## src/rtl/uart_arb_pkg.sv

```systemverilog
// Shared types and bounds for the UART port arbiter: FSM states, operation
// kinds and the parameter limits the arbiter supports.
package uart_arb_pkg;

  localparam int MAX_REQ        = 8;
  localparam int MAX_RD_LATENCY = 4;

  typedef enum logic [1:0] {
    IDLE    = 2'd0,
    WR      = 2'd1,
    RD_WAIT = 2'd2,
    RD_DONE = 2'd3
  } arb_state_t;

  typedef enum logic {
    OP_RD = 1'b0,
    OP_WR = 1'b1
  } arb_op_t;

  // Keeps the read-latency counter inside its supported range.
  function automatic int clamp_latency(input int lat);
    if (lat > MAX_RD_LATENCY) return MAX_RD_LATENCY;
    if (lat < 1) return 1;
    return lat;
  endfunction

endpackage

```

## src/rtl/rr_arbiter.sv

```systemverilog
// Round-robin arbiter: searches upward from pointer+1 (wrapping) for the first
// eligible requester and moves the pointer to the winner on every accepted grant.
module rr_arbiter #(
  parameter int NUM_REQ = 2
) (
  input  logic               S_AXI_ACLK,
  input  logic               S_AXI_ARESETN,
  input  logic [NUM_REQ-1:0] eligible,
  input  logic               update,
  output logic [NUM_REQ-1:0] grant,
  output logic               valid
);

  localparam int PW = $clog2(NUM_REQ);

  logic [PW-1:0] ptr_reg;
  logic [PW-1:0] win_idx;
  logic [PW-1:0] idx_sel;
  int            idx;

  always_comb begin
    grant   = '0;
    valid   = 1'b0;
    win_idx = ptr_reg;
    idx     = 0;
    idx_sel = '0;
    for (int k = 1; k <= NUM_REQ; k++) begin
      idx = int'(ptr_reg) + k;
      if (idx >= NUM_REQ) idx = idx - NUM_REQ;
      idx_sel = PW'(idx);
      if (!valid && eligible[idx_sel]) begin
        grant[idx_sel] = 1'b1;
        valid          = 1'b1;
        win_idx        = idx_sel;
      end
    end
  end

  // Pointer resets to the last index so requester 0 is searched first.
  always_ff @(posedge S_AXI_ACLK or negedge S_AXI_ARESETN) begin
    if (!S_AXI_ARESETN) begin
      ptr_reg <= PW'(NUM_REQ - 1);
    end else if (update && valid) begin
      ptr_reg <= win_idx;
    end
  end

endmodule

```

## src/rtl/uart_port_arbiter.sv

```systemverilog
// Shares one UART byte interface between NUM_REQ requesters: one operation in
// flight, round-robin grants, read beats write within a requester.
module uart_port_arbiter
  import uart_arb_pkg::*;
#(
  parameter int NUM_REQ    = 2,
  parameter int DATA_BITS  = 8,
  parameter int RD_LATENCY = 1
) (
  input  logic                         S_AXI_ACLK,
  input  logic                         S_AXI_ARESETN,
  input  logic [NUM_REQ-1:0]           req_wr,
  input  logic [NUM_REQ*DATA_BITS-1:0] req_wdata,
  input  logic [NUM_REQ-1:0]           req_rd,
  output logic [NUM_REQ-1:0]           wr_ack,
  output logic [NUM_REQ-1:0]           rd_ack,
  output logic [DATA_BITS-1:0]         rd_data,
  output logic                         busy,
  output logic                         rd_uart_en,
  output logic                         wr_uart_en,
  output logic [DATA_BITS-1:0]         TX_data,
  input  logic [DATA_BITS-1:0]         RX_data,
  input  logic                         Empty,
  input  logic                         Full
);

  localparam int LAT = clamp_latency(RD_LATENCY);
  localparam int CW  = $clog2(LAT + 1);

  arb_state_t           state_reg;
  logic [NUM_REQ-1:0]   gnt_reg;
  logic [CW-1:0]        cnt_reg;

  logic [NUM_REQ-1:0]   eligible;
  logic [NUM_REQ-1:0]   arb_grant;
  logic                 arb_valid;
  logic                 arb_update;
  logic [DATA_BITS-1:0] wdata_sel;
  arb_op_t              op_sel;

  genvar gi;
  generate
    for (gi = 0; gi < NUM_REQ; gi++) begin : g_elig
      assign eligible[gi] = (req_rd[gi] && !Empty) || (req_wr[gi] && !Full);
    end
  endgenerate

  assign arb_update = (state_reg == IDLE);

  rr_arbiter #(
    .NUM_REQ (NUM_REQ)
  ) u_rr (
    .S_AXI_ACLK    (S_AXI_ACLK),
    .S_AXI_ARESETN (S_AXI_ARESETN),
    .eligible      (eligible),
    .update        (arb_update),
    .grant         (arb_grant),
    .valid         (arb_valid)
  );

  // A granted requester gets a read whenever its read is itself eligible.
  always_comb begin
    op_sel    = ((|(arb_grant & req_rd)) && !Empty) ? OP_RD : OP_WR;
    wdata_sel = '0;
    for (int i = 0; i < NUM_REQ; i++) begin
      if (arb_grant[i]) wdata_sel = wdata_sel | req_wdata[i*DATA_BITS +: DATA_BITS];
    end
  end

  always_ff @(posedge S_AXI_ACLK or negedge S_AXI_ARESETN) begin
    if (!S_AXI_ARESETN) begin
      state_reg  <= IDLE;
      gnt_reg    <= '0;
      cnt_reg    <= '0;
      busy       <= 1'b0;
      rd_uart_en <= 1'b0;
      wr_uart_en <= 1'b0;
      TX_data    <= '0;
      rd_data    <= '0;
      wr_ack     <= '0;
      rd_ack     <= '0;
    end else begin
      rd_uart_en <= 1'b0;
      wr_uart_en <= 1'b0;
      wr_ack     <= '0;
      rd_ack     <= '0;
      case (state_reg)
        IDLE: begin
          if (arb_valid) begin
            gnt_reg <= arb_grant;
            busy    <= 1'b1;
            if (op_sel == OP_RD) begin
              state_reg  <= RD_WAIT;
              rd_uart_en <= 1'b1;
              cnt_reg    <= CW'(LAT);
            end else begin
              state_reg  <= WR;
              wr_uart_en <= 1'b1;
              wr_ack     <= arb_grant;
              TX_data    <= wdata_sel;
            end
          end
        end
        // Returning to IDLE after every push forces Full to be re-sampled.
        WR: begin
          state_reg <= IDLE;
          busy      <= 1'b0;
        end
        RD_WAIT: begin
          if (cnt_reg == CW'(1)) begin
            rd_data   <= RX_data;
            rd_ack    <= gnt_reg;
            state_reg <= RD_DONE;
          end else begin
            cnt_reg <= cnt_reg - CW'(1);
          end
        end
        RD_DONE: begin
          state_reg <= IDLE;
          busy      <= 1'b0;
        end
        default: begin
          state_reg <= IDLE;
          busy      <= 1'b0;
        end
      endcase
    end
  end

endmodule
```

## config.mk

```make
export PLATFORM = sky130hd
export DESIGN_NAME = uart_port_arbiter
export DESIGN_NICKNAME = d
export VERILOG_FILES = /design/src/rtl/uart_arb_pkg.sv /design/src/rtl/rr_arbiter.sv /design/src/rtl/uart_port_arbiter.sv
export SDC_FILE = /design/constraint.sdc
export NUM_CORES = 1
export LEC_CHECK = 0
export CORE_ASPECT_RATIO = 1.4
export CORE_MARGIN = 8
export CORE_UTILIZATION = 38
export DETAILED_ROUTE_END_ITERATION = 8
export PLACE_DENSITY = 0.72
export SKIP_CTS_REPAIR_TIMING = 1
export SLEW_MARGIN = 20
export SYNTH_ARGS = -nofsm -noshare
export SYNTH_HDL_FRONTEND = slang
export SYNTH_SLANG_ARGS = --single-unit
```

## constraint.sdc

```tcl
create_clock -name S_AXI_ACLK -period 3.5 [get_ports S_AXI_ACLK]
set_input_delay 0.7 -clock S_AXI_ACLK [delete_from_list [all_inputs] [get_ports S_AXI_ACLK]]
set_output_delay 0.7 -clock S_AXI_ACLK [all_outputs]
set_load 0.01 [all_outputs]
```

==> flow_summary.toml, run 1 <==
[outcome]
status = "complete, no violations"

[sta]
min_period_ns = 2.37
final.setup.tns_ns = 0
fin_hold_ws_ns = 0.490
rsz0062_at_grt = "false"
relSlewSlack = 0.667
setup_violations = 0
skew_ns = 0.00647
hold_viol = 0
tightestPinTransition_ns = 0.498
max_freq_mhz = 422
slew_viol_final = 0
post-route-period-util = 0.677

[job]
cap_violations = 0

[drt]
avgRoutedWirePerCell_um = 16.5
drt-pass1-iter-count = 4
postRouteAntennaNets = 0
via_per_inst = 5.30
wirelength_mm = 3.47
vias = 1114
drc = 0
drt_iter0_markers = 61

[critical_path]
path_class = "in2reg"
r2r-end = "TX_data[5]"
critPathRequiredTime_ns = 3.66
end_kind = "flip-flop"
rr_worst_depth = 4
crit_slowest_cell = "o41ai_4"
cp.arrival_ns = 2.53
cp_max_fo = 11
startpoint = "Full"
cp_slowest_stage_delay_ns = 0.55
r2r_start = "u_rr.ptr_reg"
r2r_slack_ns = 1.79
crit_end = "TX_data[5]"
path_cells = "clkdlybuf4s50_1 -> nor2b_1 -> buf_4 -> o41ai_4 -> nor2_4 -> mux2_4"
start_kind = "primary input"

[synthesis]
synth.top_cells.by_area = "dfrtp_1, mux2_4, o21ai_0, mux2_2, o22ai_1"
synthTopCellsByCount = "dfrtp_1, o21ai_0, mux2_2, mux2_4, o22ai_1"
yosysTopAreaCell = "dfrtp_1"
yosysMostFrequentCell = "dfrtp_1"
yosys_most_used_dff = "dfrtp_1"
synth_nets = 141
synthArstFlopShare = 1.00
synth_top_family_by_area = "compound AO/OA/AOI/OAI gates"
synth_edf_count = 0
netlist_area_mm2 = 0.00135
yosysSeqAreaShare = 0.540
ys_types = 27
synthAdderAreaFrac = 0
synth_xor_area_frac = 0
ys_warn_count = 0
netlist.area_leader.share = 0.521
netlist_instances = 109
muxShareOfSynthArea = 0.156
avgSynthCellArea_um2 = 12.3
synth_compound_area_frac = 0.163
ys_seq_elements = 29
synth-simple-area-share = 0.110

[power]
power_leakage_nw = 0.843
power.switching_mw = 0.464
p_clk_frac = 0.173
p_comb_frac = 0.450
seq_power_share = 0.377
vdd_drop_max_mv = 0.454
p_int_mw = 1.02
swShare = 0.312
p_per_area_mw_per_mm2 = 734

[placed_design]
io_buffers = 54
gp_congestion = 0.816
placed_cells = 202
hpwlAfterDp_mm = 2.71

[final_layout]
syn_to_final_growth_pct = 50.6
top_regs = "TX_data: 8 flops, rd_data: 8 flops"
fin_cells = 210
multiInputGateArea_um2 = 577
diodes = 0
fill_cells = 311
register_area_um2 = 727
layout.nets = 201
drive_gt1_frac = 0.206

[floorplanning]
die_area_mm2 = 0.00573
start_util = 0.398
core_area_mm2 = 0.00338
fp.dieW_um = 66.3
die_h_um = 86.4
rows = 25
pin_count = 55

[global_routing]
antenna_found_initial = 0
grt_pass1_wl_mm = 5.84
gr-total-overflow = 0
groute.usage.overall = 0.130
grt_max_degree = 30
grt_pass1_vias = 1205

[clock_tree]
cts.sinks = 29
clk-insertion-delay-late_ns = 0.28
clockBufferDepth = 2
cts_tree = "done"
path_clk_slew_ns = 0.06
cts.htree.levels = 2
cts_made_buffers = 5
root_buffer = "clkbuf_8"

[min_path]
hold_class = "reg2reg"
hp-start = "gnt_reg[1]"
worst max-delay path: cells and delay by family:
kind	cells	cell delay, ns
simple gates	2	0.25
buf+inv	2	0.70
compound gates	1	0.55
mux	1	0.33
per-stage QoR:
step	instance area, µm²	power, mW	setup WS (ns)	util
floorplan	1350	0.904	1.56	-
global placement	1940	1.23	0.885	0.575
detailed placement	1940	1.25	0.829	0.575
CTS	2030	1.51	1.14	0.600
global route	2030	1.59	1.05	0.600
finish	2030	1.49	1.13	0.600
logic make-up after synthesis:
kind of cell / count (synthesis)
AO/OA/AOI/OAI: 34
buffers and inverters: 9
flip-flops: 29
multiplexers: 16
AND/OR/NAND/NOR: 21
worst min path at each step:
stage                            end  slack (ns)  cells after the start
final                     gnt_reg[1]        0.49                      2
after global placement       cnt_reg        0.47                      1
after detailed placement  gnt_reg[1]        0.47                      2
after global routing         cnt_reg        0.53                      1
after CTS                 gnt_reg[1]        0.50                      2
after floorplan           TX_data[0]        0.40                      0
power groups by stage:
| stage | combinational, mW | sequential [mW] | clock, mW |
|---|---|---|---|
| finish | 0.669 | 0.561 | 0.257 |
| global route | 0.726 | 0.580 | 0.283 |
| CTS | 0.682 | 0.564 | 0.266 |
| detailed placement | 0.678 | 0.567 | 0 |
| global placement | 0.670 | 0.558 | 0 |
| floorplan | 0.297 | 0.607 | 0 |
layer usage:
metal  vias to the layer above  global-route usage  part of all wire
li1                        518                   -                 -
met1                       528               0.141              0.39
met3                         4              0.0761              0.13
met2                        64               0.207              0.47
met4                         0              0.0370             0.012
met5                         -                   0                 0
layout by cell type (no fill, tap or decap):
cell type        Yosys  final
dfrtp_1             28     28
nor4b_2              1      1
dfstp_2              1      1
and3_1               1      1
nor2_4               1      1
nor3_1               1      1
nor4_1               1      1
nor2b_1              5      5
o41ai_4              1      1
clkbuf_8             0      5
a22oi_1              1      1
inv_1                3      3
clkinv_2             0      2
a2bb2oi_1            1      1
o21ba_2              1      1
or2_1                1      1
and4bb_2             1      1
o21a_1               1      1
buf_4                0      5
or3_1                1      1
nor4_4               1      1
nand2_1              2      2
nor2_1               5      5
mux2_2               8      8
o21ai_0             20     20
o31ai_1              1      1
clkbuf_1             0      1
clkdlybuf4s50_1      0     54
mux2_4               8      8
o22ai_1              8      8
final cells by class:
| type | instances | share of cell area |
|---|---|---|
| Multi-Input combinational cell | 71 | 0.285 |
| Sequential cell | 29 | 0.359 |
| Clock buffer | 6 | 0.0358 |
| Timing Repair Buffer | 59 | 0.285 |
| Inverter | 3 | 0.00556 |
| Tap cell | 40 | 0.0247 |
| Clock inverter | 2 | 0.00494 |
Power figures use the tool's default switching activity.
==> run 2, diff against run 1 <==
clock period = 2.3 ns   (was 3.5 ns; I/O delays follow)
==> flow_summary.toml, run 2 (synthesized netlist as in run 1, its figures left out) <==
[outcome]
status = "complete, no violations"

[floorplanning]
die_area_mm2 = 0.00573
fp.dieW_um = 66.3
die_h_um = 86.4
pin_count = 55
rows = 25
start_util = 0.398
core_area_mm2 = 0.00338

[final_layout]
final_core_util = 0.610
diodes = 0
design_area_mm2 = 0.00206
layout.nets = 206
top_regs = "TX_data: 8 flops, rd_data: 8 flops"
drive_gt1_frac = 0.223
final_common_cell = "clkdlybuf4s50_1"
final_cell_mix = "clkdlybuf4s50_1, dfrtp_1, o21ai_0, buf_4"
fin_cells = 215
syn_to_final_growth_pct = 53.3

[global_routing]
grt_max_degree = 30
grt_pass1_wl_mm = 5.97
gr-total-overflow = 0
grt_pass1_vias = 1276
antenna_found_initial = 0
groute.usage.overall = 0.132

[drt]
drc = 0
drt_iter0_markers = 43
wirelength_mm = 3.55
via_per_inst = 5.34
postRouteAntennaNets = 0
avgRoutedWirePerCell_um = 16.5
drt-pass1-iter-count = 4
vias = 1149

[critical_path]
path_class = "in2reg"
crit_cells = 6
cp_slowest_stage_delay_ns = 0.54
end_kind = "flip-flop"
critPathRequiredTime_ns = 2.46
cp_max_fo = 11
crit_slowest_cell = "clkdlybuf4s50_1"
crit_family = "buffers and inverters"
crit_buf_inv = 2
rr_worst_depth = 4
cp.arrival_ns = 2.22
start_kind = "primary input"
path_cells = "clkdlybuf4s50_1 -> nor2b_1 -> buf_4 -> o41ai_4 -> nor2_4 -> mux2_4"

[clock_tree]
cts_tree = "done"
cts_made_buffers = 5
clockBufferDepth = 2
clk-insertion-delay-late_ns = 0.28
path_clk_slew_ns = 0.07
root_buffer = "clkbuf_8"
cts.htree.levels = 2
cts.sinks = 29

[placed_design]
placed_cells = 207
place_area_mm2 = 0.00198
gp_congestion = 0.810
hpwlAfterDp_mm = 2.75
io_buffers = 54

[sta]
slew_viol_final = 0
hold_viol = 0
post-route-period-util = 0.895
relSlewSlack = 0.684
max_freq_mhz = 486
rsz0062_at_grt = "false"
fin_hold_ws_ns = 0.477
setup_violations = 0
tightestPinTransition_ns = 0.469
min_period_ns = 2.06
skew_ns = 0.00808

[min_path]
hold_class = "reg2reg"
whs_path_depth = 2

[power]
vdd_drop_max_mv = 0.704
p_per_area_mw_per_mm2 = 1120
power_leakage_nw = 0.865

[job]
cap_violations = 0
## run 2: path summary, 6_finish.rpt
check	slack (ns)	endpoint	startpoint
setup / recovery	0.24	TX_data[6]	Full
hold / removal	0.48	gnt_reg[1]	gnt_reg[1]
setup reg to reg	0.63	TX_data[6]	u_rr.ptr_reg
hold reg to reg	0.48	gnt_reg[1]	gnt_reg[1]
max in group asynchronous	1.42	u_rr.ptr_reg	S_AXI_ARESETN
min in group asynchronous	0.57	TX_data[4]	S_AXI_ARESETN
## run 2: routing by layer
layer | vias to the layer above | wire length [µm] | global-route usage
met1 | 555 | 1300 | 0.129
met4 | 0 | 31 | 0.0331
met2 | 62 | 1740 | 0.223
li1 | 527 | - | -
met3 | 5 | 484 | 0.0852
met5 | - | 0 | 0
## run 2: power by group
group	switching, mW	internal (mW)	total (mW)
clock	0.188	0.212	0.399
combinational	0.413	0.638	1.05
sequential	0.118	0.732	0.850
total	0.718	1.58	2.30
## run 2: metrics by stage
| stage | TNS, ns | setup slack [ns] | total power [mW] |
|---|---|---|---|
| floorplan | 0 | 0.596 | 1.38 |
| global placement | 0 | 0.0310 | 1.89 |
| detailed placement | -0.386 | -0.0553 | 1.92 |
| CTS | 0 | 0.241 | 2.34 |
| global route | 0 | 0.183 | 2.45 |
| finish | 0 | 0.241 | 2.30 |
## run 2: worst reg2reg max path: cells and delay by family, from the launching register on
family | cells | cell delay, ns
muxes | 1 | 0.34
DFF | 1 | 0.58
and+or+nand+nor | 3 | 0.64
## run 2: area by class of cell
class	instances	area, µm²
clock buffers	7	76.3
clock inverters	1	5.00
fillers	288	1320
inverters	3	11.3
flip-flops and latches	29	727
multi-input cells	71	577
well taps	40	50.0
repair buffers	64	616
==> run 3, diff against run 2 <==
SETUP_SLACK_MARGIN = 0.02   (was unset)
==> results of run 3 <==
No change in the layout: final DEF, timing and power equal those of run 2.
